### config.mk
export PLATFORM = sky130hd
export DESIGN_NAME = load_store_unit_flat
export DESIGN_NICKNAME = d
export VERILOG_FILES = /design/src/rtl/riscv_lsu_pkg.sv /design/src/rtl/load_store_unit_if.sv /design/src/rtl/lsu_lane_align.sv /design/src/rtl/load_store_unit.sv /design/src/flat_wrapper.sv
export SDC_FILE = /design/constraint.sdc
export NUM_CORES = 1
export LEC_CHECK = 0
export BUFFER_PORTS_ARGS = -buffer_cell sky130_fd_sc_hd__buf_2
export CAP_MARGIN = 15
export CORE_MARGIN = 4
export CORE_UTILIZATION = 30
export CTS_BUF_LIST = sky130_fd_sc_hd__clkbuf_16
export DETAILED_ROUTE_END_ITERATION = 6
export PLACE_DENSITY_LB_ADDON = 0.15
export RECOVER_POWER = 50
export SKIP_LAST_GASP = 1
export SLEW_MARGIN = 20
export SYNTH_ARGS = -nofsm -noshare
export SYNTH_HDL_FRONTEND = slang
export SYNTH_SLANG_ARGS = --single-unit
export TNS_END_PERCENT = 5
### constraint.sdc
create_clock -name clock -period 3.52 [get_ports clock]
set_input_delay 0.352 -clock clock [delete_from_list [all_inputs] [get_ports clock]]
set_output_delay 0.352 -clock clock [all_outputs]
set_load 0.02 [all_outputs]
### src/rtl/riscv_lsu_pkg.sv
// Shared types and constants for the load/store unit: FSM states, func3 codes,
// default bus timeout and the access legality check used when a request is accepted.
package riscv_lsu_pkg;

    typedef enum logic [1:0] {
        IDLE  = 2'd0,
        BUSY  = 2'd1,
        DONE  = 2'd2,
        FAULT = 2'd3
    } lsu_state_t;

    localparam int LSU_TIMEOUT_DEFAULT = 16;

    localparam logic [2:0] F3_LB  = 3'b000;
    localparam logic [2:0] F3_LH  = 3'b001;
    localparam logic [2:0] F3_LW  = 3'b010;
    localparam logic [2:0] F3_LBU = 3'b100;
    localparam logic [2:0] F3_LHU = 3'b101;
    localparam logic [2:0] F3_SB  = 3'b000;
    localparam logic [2:0] F3_SH  = 3'b001;
    localparam logic [2:0] F3_SW  = 3'b010;

    // func3[1:0] encodes the access size for every legal code, loads and stores alike.
    function automatic logic access_legal(input logic       is_store,
                                          input logic [2:0] f3,
                                          input logic [1:0] addr_lo);
        logic size_ok;
        logic aligned;
        if (is_store)
            size_ok = f3 inside {F3_SB, F3_SH, F3_SW};
        else
            size_ok = f3 inside {F3_LB, F3_LH, F3_LW, F3_LBU, F3_LHU};
        case (f3[1:0])
            2'b00:   aligned = 1'b1;
            2'b01:   aligned = ~addr_lo[0];
            2'b10:   aligned = (addr_lo == 2'b00);
            default: aligned = 1'b0;
        endcase
        return size_ok && aligned;
    endfunction

endpackage

### src/rtl/load_store_unit_if.sv
// Word-wide req/ack memory port between the load/store unit (master) and memory (slave).
interface load_store_unit_if;
    logic        bus_req;
    logic        bus_we;
    logic [31:0] bus_addr;
    logic [31:0] bus_wdata;
    logic [3:0]  bus_wstrb;
    logic [31:0] bus_rdata;
    logic        bus_ack;

    modport master (output bus_req, bus_we, bus_addr, bus_wdata, bus_wstrb,
                    input  bus_rdata, bus_ack);
    modport slave  (input  bus_req, bus_we, bus_addr, bus_wdata, bus_wstrb,
                    output bus_rdata, bus_ack);
endinterface

### src/rtl/lsu_lane_align.sv
// Combinational byte-lane steering: store strobes/replication and load lane select
// with sign or zero extension.
module lsu_lane_align
    import riscv_lsu_pkg::*;
(
    input  logic [2:0]  func3,
    input  logic [1:0]  byte_off,
    input  logic        is_store,
    input  logic [31:0] store_data,
    input  logic [31:0] load_word,
    output logic [3:0]  wstrb,
    output logic [31:0] wdata,
    output logic [31:0] load_data
);

    logic [7:0]  byte_lane;
    logic [15:0] half_lane;

    assign byte_lane = load_word[{byte_off, 3'b000} +: 8];
    assign half_lane = load_word[{byte_off[1], 4'b0000} +: 16];

    always_comb begin
        wstrb = 4'b0000;
        wdata = store_data;
        if (is_store) begin
            case (func3[1:0])
                2'b00: begin
                    wstrb = 4'b0001 << byte_off;
                    wdata = {4{store_data[7:0]}};
                end
                2'b01: begin
                    wstrb = 4'b0011 << byte_off;
                    wdata = {2{store_data[15:0]}};
                end
                default: wstrb = 4'b1111;
            endcase
        end
    end

    always_comb begin
        case (func3)
            F3_LB:   load_data = {{24{byte_lane[7]}}, byte_lane};
            F3_LH:   load_data = {{16{half_lane[15]}}, half_lane};
            F3_LBU:  load_data = {24'h000000, byte_lane};
            F3_LHU:  load_data = {16'h0000, half_lane};
            default: load_data = load_word;
        endcase
    end

endmodule

### src/rtl/load_store_unit.sv
// Load/store unit: accepts one core memory request at a time, checks legality,
// runs a req/ack bus transaction with timeout, and returns extended load data.
//
//   state | meaning
//   IDLE  | waiting for mem_read/mem_write; stall follows the request
//   BUSY  | bus_req high, waiting for bus_ack, timeout timer running
//   DONE  | one-cycle completion, core request ignored
//   FAULT | one-cycle fault pulse (illegal, misaligned or timed out)
module load_store_unit
    import riscv_lsu_pkg::*;
#(
    parameter int TIMEOUT = LSU_TIMEOUT_DEFAULT
) (
    input  logic        clock,
    input  logic        reset,
    input  logic        mem_read,
    input  logic        mem_write,
    input  logic [2:0]  func3,
    input  logic [31:0] address,
    input  logic [31:0] write_data,
    output logic [31:0] read_data,
    output logic        stall,
    output logic        fault,
    load_store_unit_if.master bus
);

    localparam int               CNT_W   = $clog2(TIMEOUT + 1);
    localparam logic [CNT_W-1:0] TC_LOAD = CNT_W'(TIMEOUT - 1);

    lsu_state_t        state, state_nx;
    logic [CNT_W-1:0]  timer;
    logic [31:0]       lat_addr;
    logic [31:0]       lat_data;
    logic [2:0]        lat_func3;
    logic              lat_we;
    logic              bus_req_q;
    logic              accept;
    logic              req_legal;
    logic [31:0]       load_data;

    assign req_legal = access_legal(mem_write, func3, address[1:0]);

    always_comb begin
        state_nx = state;
        stall    = 1'b0;
        accept   = 1'b0;
        case (state)
            IDLE: begin
                if (mem_read || mem_write) begin
                    stall = 1'b1;
                    if (req_legal) begin
                        state_nx = BUSY;
                        accept   = 1'b1;
                    end else begin
                        state_nx = FAULT;
                    end
                end
            end
            BUSY: begin
                stall = 1'b1;
                // An ack on the terminal-count cycle still completes the access.
                if (bus.bus_ack)
                    state_nx = DONE;
                else if (timer == '0)
                    state_nx = FAULT;
            end
            default: state_nx = IDLE;
        endcase
    end

    always_ff @(posedge clock or negedge reset) begin
        if (!reset) begin
            state     <= IDLE;
            timer     <= '0;
            bus_req_q <= 1'b0;
            lat_addr  <= '0;
            lat_data  <= '0;
            lat_func3 <= '0;
            lat_we    <= 1'b0;
            read_data <= '0;
        end else begin
            state     <= state_nx;
            bus_req_q <= (state_nx == BUSY);
            if (accept) begin
                timer     <= TC_LOAD;
                lat_addr  <= address;
                lat_data  <= write_data;
                lat_func3 <= func3;
                lat_we    <= mem_write;
            end else if (state == BUSY && timer != '0) begin
                timer <= timer - 1'b1;
            end
            if (state == BUSY && bus.bus_ack && !lat_we)
                read_data <= load_data;
        end
    end

    lsu_lane_align u_lane_align (
        .func3      (lat_func3),
        .byte_off   (lat_addr[1:0]),
        .is_store   (lat_we),
        .store_data (lat_data),
        .load_word  (bus.bus_rdata),
        .wstrb      (bus.bus_wstrb),
        .wdata      (bus.bus_wdata),
        .load_data  (load_data)
    );

    assign fault        = (state == FAULT);
    assign bus.bus_req  = bus_req_q;
    assign bus.bus_we   = lat_we;
    assign bus.bus_addr = {lat_addr[31:2], 2'b00};

endmodule

### src/flat_wrapper.sv
// flat-port wrapper written by rule: the top's interface ports become plain ports
module load_store_unit_flat import riscv_lsu_pkg::*;
#(
    parameter int TIMEOUT = LSU_TIMEOUT_DEFAULT
)
  (clock, reset, mem_read, mem_write, func3, address, write_data, read_data, stall, fault, bus_bus_req, bus_bus_we, bus_bus_addr, bus_bus_wdata, bus_bus_wstrb, bus_bus_rdata, bus_bus_ack);
  load_store_unit_if bus_i ();
  input  logic clock;
  input  logic reset;
  input  logic mem_read;
  input  logic mem_write;
  input  logic [2:0] func3;
  input  logic [31:0] address;
  input  logic [31:0] write_data;
  output logic [31:0] read_data;
  output logic stall;
  output logic fault;
  output wire logic [$bits(bus_i.bus_req)-1:0] bus_bus_req;
  output wire logic [$bits(bus_i.bus_we)-1:0] bus_bus_we;
  output wire logic [$bits(bus_i.bus_addr)-1:0] bus_bus_addr;
  output wire logic [$bits(bus_i.bus_wdata)-1:0] bus_bus_wdata;
  output wire logic [$bits(bus_i.bus_wstrb)-1:0] bus_bus_wstrb;
  input wire logic [$bits(bus_i.bus_rdata)-1:0] bus_bus_rdata;
  input wire logic [$bits(bus_i.bus_ack)-1:0] bus_bus_ack;
  assign bus_bus_req = bus_i.bus_req;
  assign bus_bus_we = bus_i.bus_we;
  assign bus_bus_addr = bus_i.bus_addr;
  assign bus_bus_wdata = bus_i.bus_wdata;
  assign bus_bus_wstrb = bus_i.bus_wstrb;
  assign bus_i.bus_rdata = bus_bus_rdata;
  assign bus_i.bus_ack = bus_bus_ack;
  load_store_unit #(.TIMEOUT(TIMEOUT)) u_core (.clock(clock), .reset(reset), .mem_read(mem_read), .mem_write(mem_write), .func3(func3), .address(address), .write_data(write_data), .read_data(read_data), .stall(stall), .fault(fault), .bus(bus_i));
endmodule
==> flow_metrics.tcl <==
set metrics [dict create \
    p_per_area_mw_per_mm2 1036 \
    path_clk_slew_ns 0.07 \
    synth_area_mm2 0.005414 \
    clk_latency_ns 0.35 \
    drc_errors 0 \
    dp_hpwl_mm 11.18 \
    status "finished clean" \
    syn_to_final_growth_pct 22.28 \
    wl_per_cell_um 17.42 \
    crit_path_end "bus_bus_wdata[9]" \
    grt_max_degree 65 \
    busiest_layer "met2" \
    timing.rr.start "u_core.lat_addr[0]" \
    clock-sinks 108 \
    num_io_pins 208 \
    max-slew-margin-rel 0.02560 \
    post-route-period-util 0.7321 \
    grt_first_pass_wirelength_mm 23.75 \
    required_ns 3.17 \
    synth_largest_area_cell "dfrtp_1" \
    antenna_found_initial 0 \
    cp.arrival_ns 2.23 \
    drt-initial-drc-count 167 \
    peakVddDrop_uv 526.6 \
    rrSetupSlack_ns 1.37 \
    instances_no_fill 866 \
    synthTopCellsByCount "dfrtp_1, mux2_2, buf_4" \
    use_met3 0.06284 \
    maxSlewViolCount 0 \
    crit_fanout 38 \
    yosys-top-cells-area "dfrtp_1, mux2_2, buf_4" \
    start_kind "flop" \
    p_leak_nw 2.978 \
    hold_viol 0 \
    grt.met1_usage 0.1889 \
    grtUsageTotal 0.1488 \
    synth_edf_count 0 \
    antennaDiodeCount 0 \
    fp.coreArea_mm2 0.01748 \
    syn_avg_cell_area_um2 11.28 \
    routed_wl_mm 15.08 \
    synthArstFlopShare 1.000 \
    endpoint_kind "output port" \
    hold_path_class "in -> async" \
    final_core_utilization 0.3788 \
    clk_path_buf_depth 2 \
    viasPerCell 4.833 \
    vias 4185 \
    grt_overflow_total 0 \
    ctsResizeCount 0 \
    min_period_ns 2.577 \
    fp.dieW_um 142.3 \
    nNetsFinal 742 \
    finClkSkew_ns 0.004859 \
    htree_levels 3 \
    p_total_mw 6.860 \
    cts_tree "built" \
    cts_setup_buffers 0 \
    r2r-end "u_core.read_data[17]" \
    synth_ff_type "dfrtp_1" \
    cap_viol_max_count 0 \
    fin_area_mm2 0.006620 \
    crit_type "reg -> out" \
    tightestPinTransition_ns 1.462 \
    netlist.area_leader.share 0.4992 \
    fmax_mhz 388.0 \
    ys_ff_latch 108 \
    postRouteAntennaNets 0 \
    startpoint "u_core.lat_func3[1]" \
    setup-violations-final 0 \
    ys_warn_count 0 \
    synth_seq_area_share 0.4992 \
    tns_ns 0 \
    die-area_mm2 0.02026 \
    gp_congestion 0.8187 \
    r2r_cells 4 \
    numPlacedInstances 850 \
    use_met2 0.2395 \
    portBuffers 205 \
    start_util 0.3098 \
    cts_hold_buf 0 \
    rows 48 \
    post_route_cells_drive_above_1_share 0.4197 \
    cts_root_buffer "clkbuf_16" \
    die_h_um 142.3 \
    drtPass1Iterations 6 \
    synth.most_common_cell "dfrtp_1" \
    synthCells 480 \
    rsz0062_at_grt "false" \
    dpl_cell_area_mm2 0.006376 \
    ys_types 48 \
    cts_buffers 9 \
    grt_pass1_vias 4380 \
]
## stage by stage
stage | worst slack [ns] | hold slack (ns)
after floorplan | 1.469 | 0.05641
after global placement | 1.351 | 0.4480
after detailed placement | 1.271 | 0.4448
after CTS | 0.8721 | 0.05698
after global routing | 0.7621 | 0.07423
final | 0.9429 | 0.03558
## worst max-delay path: stages, from the launching register on
cell	delay [ns]
dfrtp_1	0.40
buf_4	0.26
nor2_1	0.18
and2_1	0.46
mux2_2	0.40
buf_2	0.16
## where the power goes
part           switching [mW]  internal (mW)  total (mW)
clock                   0.478          0.629        1.11
combinational            2.08           1.35        3.44
sequential              0.454           1.86        2.32
## worst min path at each step
stage | cells past startpoint | from | to
2_1_floorplan | 0 | reset | u_core.bus.bus_req
3_3_place_gp | 1 | reset | u_core.read_data[24]
3_5_place_dp | 1 | reset | u_core.read_data[12]
4_1_cts | 1 | reset | u_core.read_data[12]
5_1_grt | 1 | reset | u_core.read_data[12]
6_report | 1 | reset | u_core.read_data[12]
## per-layer routing
metal | vias to the layer above | wire length (um)
met5 | - | 0
met4 | 0 | 89
met2 | 173 | 6977
li1 | 1988 | -
met3 | 8 | 1484
met1 | 2016 | 6530
## sequential cells by signal, indices dropped and copies added (netlist names)
register,flops
u_core.state,2
u_core.read_data,32
u_core.timer,5
u_core.lat_addr,32
u_core.lat_func3,3
u_core.bus.bus_we,1
u_core.bus.bus_req,1
u_core.lat_data,32
## cell type report
type / instances / area, um2
flip-flops and latches: 108 / 2703
well taps: 225 / 281.5
clock inverters: 7 / 96.34
clock buffers: 9 / 225.2
multi-input cells: 300 / 2263
inverters: 4 / 15.01
repair buffers: 213 / 1036
fillers: 1766 / 10860
## cell families (layout without fill, tap and decap cells)
group / count (synthesis) / in the layout / synth area share
compound gates: 93 / 93 / 0.1165
xor+xnor: 1 / 1 / 0.001618
fa+ha+maj: 2 / 2 / 0.004621
buf+inv: 73 / 233 / 0.08643
flops: 108 / 108 / 0.4992
mux: 98 / 98 / 0.2022
other cells: 1 / 2 / 0.0006927
simple gates: 104 / 104 / 0.08874
## layout by cell type, fill, tap and decap left out, drive strengths merged, types with 2 or more instances in the layout
cell / instances
buf: 162
dfrtp: 108
mux2: 81
clkbuf: 60
nor2: 42
nand2: 34
a21oi: 28
o21ai: 17
mux2i: 16
a211oi: 7
inv: 7
a31oi: 6
nor2b: 5
o21a: 5
a21o: 5
a32o: 5
nand2b: 4
a2111oi: 4
a221oi: 4
and2: 4
nor3: 3
nor4: 2
or2b: 2
a22o: 2
nand3b: 2
a32oi: 2
a222oi: 2
ha: 2
conb: 2
clkinv: 2
bufinv: 2
o31ai: 2
Power figures use the tool's default switching activity.
